### src/rtl/csa_pkg.sv
// rtl/csa_pkg.sv - shared defaults and stage-count helper for the pipelined carry-select adder
package csa_pkg;

    localparam int CSA_WIDTH = 16;
    localparam int CSA_BLOCK = 4;

    function automatic int csa_nblk(input int width, input int block);
        return width / block;
    endfunction

endpackage

### src/rtl/csa_block.sv
// rtl/csa_block.sv - one combinational carry-select block: two ripple adders, selected by cin
module csa_block
    import csa_pkg::*;
#(
    parameter int BLOCK = CSA_BLOCK
) (
    input  logic [BLOCK-1:0] a,
    input  logic [BLOCK-1:0] b,
    input  logic             cin,
    output logic [BLOCK-1:0] sum,
    output logic             cout,
    output logic             c_msb
);

    logic [BLOCK:0]   c0;
    logic [BLOCK:0]   c1;
    logic [BLOCK-1:0] s0;
    logic [BLOCK-1:0] s1;

    // Both carry hypotheses ripple in parallel so the late-arriving cin only drives a mux.
    always_comb begin
        c0    = '0;
        c1    = '0;
        c1[0] = 1'b1;
        s0    = '0;
        s1    = '0;
        for (int i = 0; i < BLOCK; i++) begin
            s0[i]   = a[i] ^ b[i] ^ c0[i];
            c0[i+1] = (a[i] & b[i]) | (a[i] & c0[i]) | (b[i] & c0[i]);
            s1[i]   = a[i] ^ b[i] ^ c1[i];
            c1[i+1] = (a[i] & b[i]) | (a[i] & c1[i]) | (b[i] & c1[i]);
        end
    end

    assign sum   = cin ? s1 : s0;
    assign cout  = cin ? c1[BLOCK] : c0[BLOCK];
    assign c_msb = cin ? c1[BLOCK-1] : c0[BLOCK-1];

endmodule

### src/rtl/csa_pipe_adder.sv
// rtl/csa_pipe_adder.sv - pipelined carry-select adder/subtractor, one block per stage, global stall
module csa_pipe_adder
    import csa_pkg::*;
#(
    parameter int WIDTH = CSA_WIDTH,
    parameter int BLOCK = CSA_BLOCK
) (
    input  logic             clk,
    input  logic             rst,
    input  logic             in_valid,
    output logic             in_ready,
    input  logic [WIDTH-1:0] in_a,
    input  logic [WIDTH-1:0] in_b,
    input  logic             in_cin,
    input  logic             in_sub,
    output logic             out_valid,
    input  logic             out_ready,
    output logic [WIDTH-1:0] out_sum,
    output logic             out_cout,
    output logic             out_ovf
);

    localparam int NBLK = csa_nblk(WIDTH, BLOCK);

    if (WIDTH % BLOCK != 0) begin : g_bad_width
        $error("csa_pipe_adder: WIDTH must be a multiple of BLOCK");
    end

    logic             adv;
    logic [WIDTH-1:0] eff_b;
    logic             eff_cin;
    logic             ovf_q;

    assign adv      = ~out_valid | out_ready;
    assign in_ready = adv;
    assign eff_b    = in_sub ? ~in_b : in_b;
    assign eff_cin  = in_cin ^ in_sub;

    // Stage k resolves bits [k*BLOCK +: BLOCK]; sum_q accumulates all resolved low slices.
    for (genvar k = 0; k < NBLK; k++) begin : g_stage
        localparam int LO = k * BLOCK;

        logic [WIDTH-1:LO]      a_in;
        logic [WIDTH-1:LO]      b_in;
        logic                   cin_in;
        logic                   vld_in;
        logic [BLOCK-1:0]       blk_sum;
        logic                   blk_cout;
        logic                   blk_cmsb;
        logic [LO+BLOCK-1:0]    sum_d;
        logic [LO+BLOCK-1:0]    sum_q;
        logic                   cout_q;
        logic                   vld_q;

        if (k == 0) begin : g_src
            assign a_in   = in_a;
            assign b_in   = eff_b;
            assign cin_in = eff_cin;
            assign vld_in = in_valid;
            assign sum_d  = blk_sum;
        end else begin : g_src
            assign a_in   = g_skew[k-1].a_q;
            assign b_in   = g_skew[k-1].b_q;
            assign cin_in = g_stage[k-1].cout_q;
            assign vld_in = g_stage[k-1].vld_q;
            assign sum_d  = {blk_sum, g_stage[k-1].sum_q};
        end

        if (k != NBLK - 1) begin : g_mid
            logic cmsb_unused;
            assign cmsb_unused = blk_cmsb;
        end

        csa_block #(
            .BLOCK (BLOCK)
        ) u_blk (
            .a     (a_in[LO +: BLOCK]),
            .b     (b_in[LO +: BLOCK]),
            .cin   (cin_in),
            .sum   (blk_sum),
            .cout  (blk_cout),
            .c_msb (blk_cmsb)
        );

        always_ff @(posedge clk) begin
            if (rst) begin
                vld_q  <= 1'b0;
                sum_q  <= '0;
                cout_q <= 1'b0;
            end else if (adv) begin
                vld_q  <= vld_in;
                sum_q  <= sum_d;
                cout_q <= blk_cout;
            end
        end
    end

    // Operand bits not yet consumed travel alongside their operation.
    for (genvar k = 0; k < NBLK - 1; k++) begin : g_skew
        localparam int HI_LO = (k + 1) * BLOCK;

        logic [WIDTH-1:HI_LO] a_q;
        logic [WIDTH-1:HI_LO] b_q;

        always_ff @(posedge clk) begin
            if (rst) begin
                a_q <= '0;
                b_q <= '0;
            end else if (adv) begin
                a_q <= g_stage[k].a_in[WIDTH-1:HI_LO];
                b_q <= g_stage[k].b_in[WIDTH-1:HI_LO];
            end
        end
    end

    always_ff @(posedge clk) begin
        if (rst) begin
            ovf_q <= 1'b0;
        end else if (adv) begin
            ovf_q <= g_stage[NBLK-1].blk_cmsb ^ g_stage[NBLK-1].blk_cout;
        end
    end

    assign out_valid = g_stage[NBLK-1].vld_q;
    assign out_sum   = g_stage[NBLK-1].sum_q;
    assign out_cout  = g_stage[NBLK-1].cout_q;
    assign out_ovf   = ovf_q;

endmodule

### config.mk
export PLATFORM = sky130hd
export DESIGN_NAME = csa_pipe_adder
export DESIGN_NICKNAME = d
export VERILOG_FILES = /design/src/rtl/csa_pkg.sv /design/src/rtl/csa_block.sv /design/src/rtl/csa_pipe_adder.sv
export SDC_FILE = /design/constraint.sdc
export NUM_CORES = 1
export LEC_CHECK = 0
export BUFFER_PORTS_ARGS = -buffer_cell sky130_fd_sc_hd__buf_4
export CAP_MARGIN = 20
export CORE_ASPECT_RATIO = 1.25
export CORE_MARGIN = 1
export CORE_UTILIZATION = 45
export DETAILED_ROUTE_END_ITERATION = 10
export GPL_TIMING_DRIVEN = 0
export PLACE_DENSITY = 0.7
export SYNTH_ARGS = -nofsm -noshare
export SYNTH_HDL_FRONTEND = slang
export SYNTH_SLANG_ARGS = --single-unit
### constraint.sdc
create_clock -name clk -period 3.15 [get_ports clk]
set_input_delay 0.63 -clock clk [delete_from_list [all_inputs] [get_ports clk]]
set_output_delay 0.63 -clock clk [all_outputs]
set_load 0.05 [all_outputs]
### After elaboration in Yosys (flattened, before gate mapping)

Cells that the tools add are included.

| word-level totals | value |
|---|---|
| register bits after elaboration | 97 |
| latch bits | 0 |
| RAM bits | 0 |
| ROM bits | 0 |
| input port bits | 38 |
| output and inout bits | 20 |
| word-level logic and storage cells | 198 |
| memories kept | 0 |

| cells by class | value |
|---|---|
| add/sub/neg operators | 0 |
| $mul | 0 |
| divide/modulo/power cells | 0 |
| $lt $le $gt $ge | 0 |
| equal/unequal tests | 0 |
| shift-type cells | 0 |
| mux-type cells | 10 |
| bitwise gates (word level) | 169 |
| reductions and logical operators | 0 |

Operators with widths:

| kind | number |
|---|---|
| $and A1 B1 Y1 | 64 |
| $or A1 B1 Y1 | 57 |
| $xor A1 B1 Y1 | 42 |
| $mux W16 | 1 |
| $mux W4 | 4 |
| $not A16 Y16 | 1 |
| $mux W1 | 5 |
| $not A1 Y1 | 5 |

### Longest topological paths before layout

| logic depth | value |
|---|---|
| depth after elaboration | 15 |
| gate-level depth with buffers | 10 |
| mapped depth without buffers | 8 |

### Cells and area by module

From an unflattened synthesis, not the netlist that was laid out.

| unflattened totals | value |
|---|---|
| cells, all modules | 512 |
| area, all modules | 4315.4 µm² |

By module, submodules not included:

| module | times used | cells each | area each (µm²) | seq. area each (µm²) |
|---|---|---|---|---|
| csa_pipe_adder | 1 | 428 | 3604.7 | 1941.9 |
| csa_block (g_stage[2].u_blk ...) | 2 | 21 | 183.9 | 0.0 |
| csa_block (g_stage[0].u_blk ...) | 2 | 21 | 171.4 | 0.0 |

### Worst setup path before layout

Ideal clock, no wire load.

| timing path | value |
|---|---|
| path kind | input to register |
| start point | input in_sub |
| end point | register g_stage[0].sum_q[3] |
| setup time | 117 ps |
| data arrival time | 2288 ps |
| data required time | 3033 ps |
| path slack | 745 ps |
| stages | 9 |
| buffers on the path | 2 |
| cells stage by stage | buf_6 > buf_2 > xor2_1 > inv_1 > ha_1 > a211o_1 > a21oi_1 > o21ai_0 > a32o_1 |

| between the ends | value |
|---|---|
| cells in the longest elaborated chain, start to end | 12 |
| elaborated cells on any way between the ends | 27 |
| classes of those cells | mux (2); bitwise (25) |

RTL lines:

| item | line | text |
|---|---|---|
| start, declared | csa_pipe_adder.sv:15 | `input logic in_sub,` |
| $mux W16 | csa_pipe_adder.sv:36 | `assign eff_b = in_sub ? ~in_b : in_b;` |
| $and A1 B1 Y1 | csa_block.sv:29, csa_block.sv:31 |  |
| $or A1 B1 Y1 (2 in series) | csa_block.sv:31 | `c1[i+1] = (a[i] & b[i]) \| (a[i] & c1[i]) \| (b[i] & c1[i]);` |
| $and A1 B1 Y1 | csa_block.sv:31 |  |
| $or A1 B1 Y1 (2 in series) | csa_block.sv:31 |  |
| $and A1 B1 Y1 | csa_block.sv:31 |  |
| $or A1 B1 Y1 (2 in series) | csa_block.sv:31 |  |
| $xor A1 B1 Y1 | csa_block.sv:30 | `s1[i] = a[i] ^ b[i] ^ c1[i];` |
| $mux W4 * | csa_block.sv:35 | `assign sum = cin ? s1 : s0;` |
| end signal, assigned | csa_pipe_adder.sv:92 | `sum_q <= sum_d;` |
| end, declared | csa_pipe_adder.sv:51 | `logic [LO+BLOCK-1:0] sum_q;` |

Every way passes the cells marked *; elsewhere a longest branch is shown, timed or not.
A chain may end at the register's enable or synchronous reset.

### Worst setup path after layout

| timing path | value |
|---|---|
| start point | register g_stage[3].vld_q, in the netlist out_valid |
| end point | output in_ready |

| between the ends | value |
|---|---|
| cells in the longest elaborated chain, start to end | 2 |

RTL lines:

| item | line | text |
|---|---|---|
| start, declared | csa_pipe_adder.sv:53 | `logic vld_q;` |
| start signal, assigned | csa_pipe_adder.sv:91 | `vld_q <= vld_in;` |
| $not A1 Y1 | csa_pipe_adder.sv:34 | `assign adv = ~out_valid \| out_ready;` |
| $or A1 B1 Y1 | csa_pipe_adder.sv:34 |  |
| end, declared | csa_pipe_adder.sv:11 | `output logic in_ready,` |

Every way passes these cells.

==> summary.txt <==
Clock network
  • Post-CTS setup repair buffer count: 0
  • H-tree levels: 3
  • Cts bufs inserted: 9
  • Clock buffer depth: 2
  • Hold bufs inserted after CTS: 0
  • Worst-path clk slew: 0.09 ns
  • Sink Count: 97
  • Post_cts resized: 0
  • TritonCTS clock tree: done
  • CTS root buf: clkbuf_8
  • Clock latency on the worst-skew pair: 0.37 ns

Drt
  • Detailed-route via count: 3526
  • Drt first pass iters: 4
  • Post-Route WL: 9.30 mm
  • Post-route ant nets: 0
  • Avg Vias per Cell: 5.05
  • DRC: 0
  • Routed wire per std cell: ~13 um
  • Initial DRC count: 143

Timing
  • Relative slew margins: 59.0%
  • Achievable frequency: 386 MHz
  • Final period util: around 82%
  • Setup tns final: 0 ns
  • Max Transition Viols Final: 0
  • Hold Fails Final Rpt: 0
  • RSZ-0062 raised after global routing: no
  • Worst Tran Pin Value: 0.613 ns
  • Setup Viol. Count Final: 0
  • Clk_skew: 0.00615 ns
  • Min Tclk post-route: 2.59 ns

Min path
  • Hold Startpoint: out_sum[0]
  • WHS Path Cells: 2
  • Worst min-delay path endpoint: out_sum[0]
  • Hold Path Class: reg2reg

Pwr
  • Int Pwr: 1.87 mW
  • Pwr Total: 2.51 mW
  • Leak: ~2.0 nW
  • VDD IR max: 0.209 mV
  • Sequential Power Share: 54.1%
  • Clk pwr share: 32.7%
  • Psw: 641 uW
  • Switching share of power: between 20 and 30%
  • Comb power frac: 13.2%
  • PwrDens: 513 mW/mm2

Worst setup path
  • R2r endpoint: g_stage[1].sum_q[6]
  • Cells on worst reg2reg path: 7
  • Worst R2R Setup Slack: 1.42 ns
  • CP Data Arrival Time: 1.96 ns
  • Crit end category: output port
  • R2R Path Start: out_valid
  • CP max FO: 10
  • Worst path required time: 2.52 ns
  • Crit start category: flop
  • Crit Path Class: reg2out

Die
  • Die width: 87.7 um
  • Row cnt: 38
  • DIE HEIGHT: 109 um
  • Boundary pin count: 58
  • Die ar.: 0.00956 mm2
  • Area of the core: roughly 0.009 mm2
  • Starting Density: a little under half

Global routing
  • Pin count of the biggest net entering global routing: 15
  • Vias in the first global route: 3292
  • Total grt overflow: 0
  • First-pass GRT wire length: 15.3 mm
  • Initial antenna violation count: 0
  • GRT Resource Usage Total: 21.2%

Yosys
  • Synth Area per Inst: 8.14 um2
  • Post-synth top area share: 47.0%
  • Synth cell types: 34
  • Number of synthesized flops with an enable pin: 0
  • Cell Area, Synth: 0.00413 mm2
  • Yosys Warn Count: 0
  • Leading area contributor after synthesis: dfxtp_1
  • Async SR Flop Fraction: 0%
  • Post-synth top cells: nand2_1, dfxtp_1, a21oi_1
  • Largest cells by area after synthesis: dfxtp_1, nand2_1, a21oi_1
  • Most frequent cell after synthesis: nand2_1
  • Syn_nets: 565
  • Synth Instances: approximately 510
  • Seq cells post-synth: 97
  • Seq/Total Area, Yosys: 47.0%
  • Synth Flop Type: dfxtp_1

Placement
  • Port bufs: 55
  • Dpl hpwl: 6.95 mm
  • Gpl congestion: 0.827

Cells and area
  • Layout cell share with drive strength beyond 1: between 10 and 15%
  • Final #Nets: 631
  • Area Growth Syn to Fin: 18.8%
  • Ant. Diodes: 0
  • Final core occ: around 56%

Job
  • Max-cap violations: 0

Run status
  • Status: finished, final reports clean
==> worst max path at each step <==
stage / from / to / slack [ns] / depth (start not counted)
2_1_floorplan: in_sub / g_stage[0].sum_q[3] / 0.74 / 9
3_3_place_gp: in_sub / g_stage[0].sum_q[3] / 0.56 / 9
3_5_place_dp: in_sub / g_stage[0].sum_q[3] / 0.49 / 9
4_1_cts: out_valid / in_ready / 0.56 / 6
5_1_grt: out_valid / in_ready / 0.49 / 6
6_report: out_valid / in_ready / 0.56 / 6
==> metrics by stage <==
stage,area (um2),instances,worst slack [ns],hold WS (ns)
2_1_floorplan,4130,507,0.745,0.432
3_5_place_dp,4690,682,0.493,0.444
6_report,4900,698,0.557,0.453
3_3_place_gp,4690,682,0.560,0.438
4_1_cts,4900,698,0.562,0.455
5_1_grt,4900,698,0.488,0.471
==> cell usage in the layout (no fill, tap or decap), types with 3 or more instances in the layout <==
cell type	synthesis	final
and2_1	3	3
nand2b_1	5	5
o22ai_1	4	4
nor2_1	39	39
inv_1	11	11
buf_4	0	55
a211oi_1	21	21
xor2_1	6	6
nand2_1	136	136
ha_1	20	20
o21ai_1	4	4
clkbuf_1	26	26
nand3_1	3	3
dfxtp_1	97	97
buf_2	6	6
a32o_1	3	3
o21ai_0	5	5
a21oi_1	74	74
xnor2_1	19	19
or3_1	6	6
clkbuf_8	0	15
==> cells by family after synthesis <==
logic type      count (synthesis)  share of synthesized area (%)
compound gates                118                           16.7
xor+xnor                       27                           6.09
fa+ha+maj                      20                           6.06
buf+inv                        45                           4.46
flops                          97                           47.0
simple gates                  200                           19.7
==> worst max-delay path, stage by stage, from the launching register on <==
cell and delay, ns:
dfxtp_1 0.33, nor2b_1 0.12, buf_2 0.18, inv_2 0.18
buf_2 0.26, buf_2 0.27, buf_4 0.24
==> power by group through the flow <==
stage	logic, mW	registers (mW)	clock network (mW)
2_1_floorplan	0.198	1.41	0
3_3_place_gp	0.323	1.39	0
3_5_place_dp	0.332	1.39	0
4_1_cts	0.334	1.36	0.842
5_1_grt	0.369	1.37	0.885
6_report	0.331	1.36	0.822
==> sequential cells by signal, summed over array words and instances, names as in the netlist <==
signal,flops
g_skew.a_q,24
g_skew.b_q,24
g_stage.cout_q,3
g_stage.sum_q,24
g_stage.vld_q,3
out_cout,1
out_ovf,1
out_sum,16
out_valid,1
==> layer usage <==
layer / routed length, um / share of wire, % / up-vias / track usage (%)
li1: - / - / 1812 / -
met1: 4160 / 45 / 1630 / 25.7
met2: 4630 / 50 / 71 / 36.7
met3: 361 / 3.9 / 13 / 2.42
met4: 143 / 1.5 / 0 / 10.8
met5: 0 / 0 / - / 0
==> final cells by class <==
class	instances	area (um2)
Inverter	12	45.0
Fill cell	867	3890
Clock buffer	15	206
Buffer	33	139
Multi-Input combinational cell	365	2000
Timing Repair Buffer	55	413
Sequential cell	97	1940
Tap cell	120	150
Clock inverter	1	5.00
No activity file was read; power rests on OpenSTA's default activity.
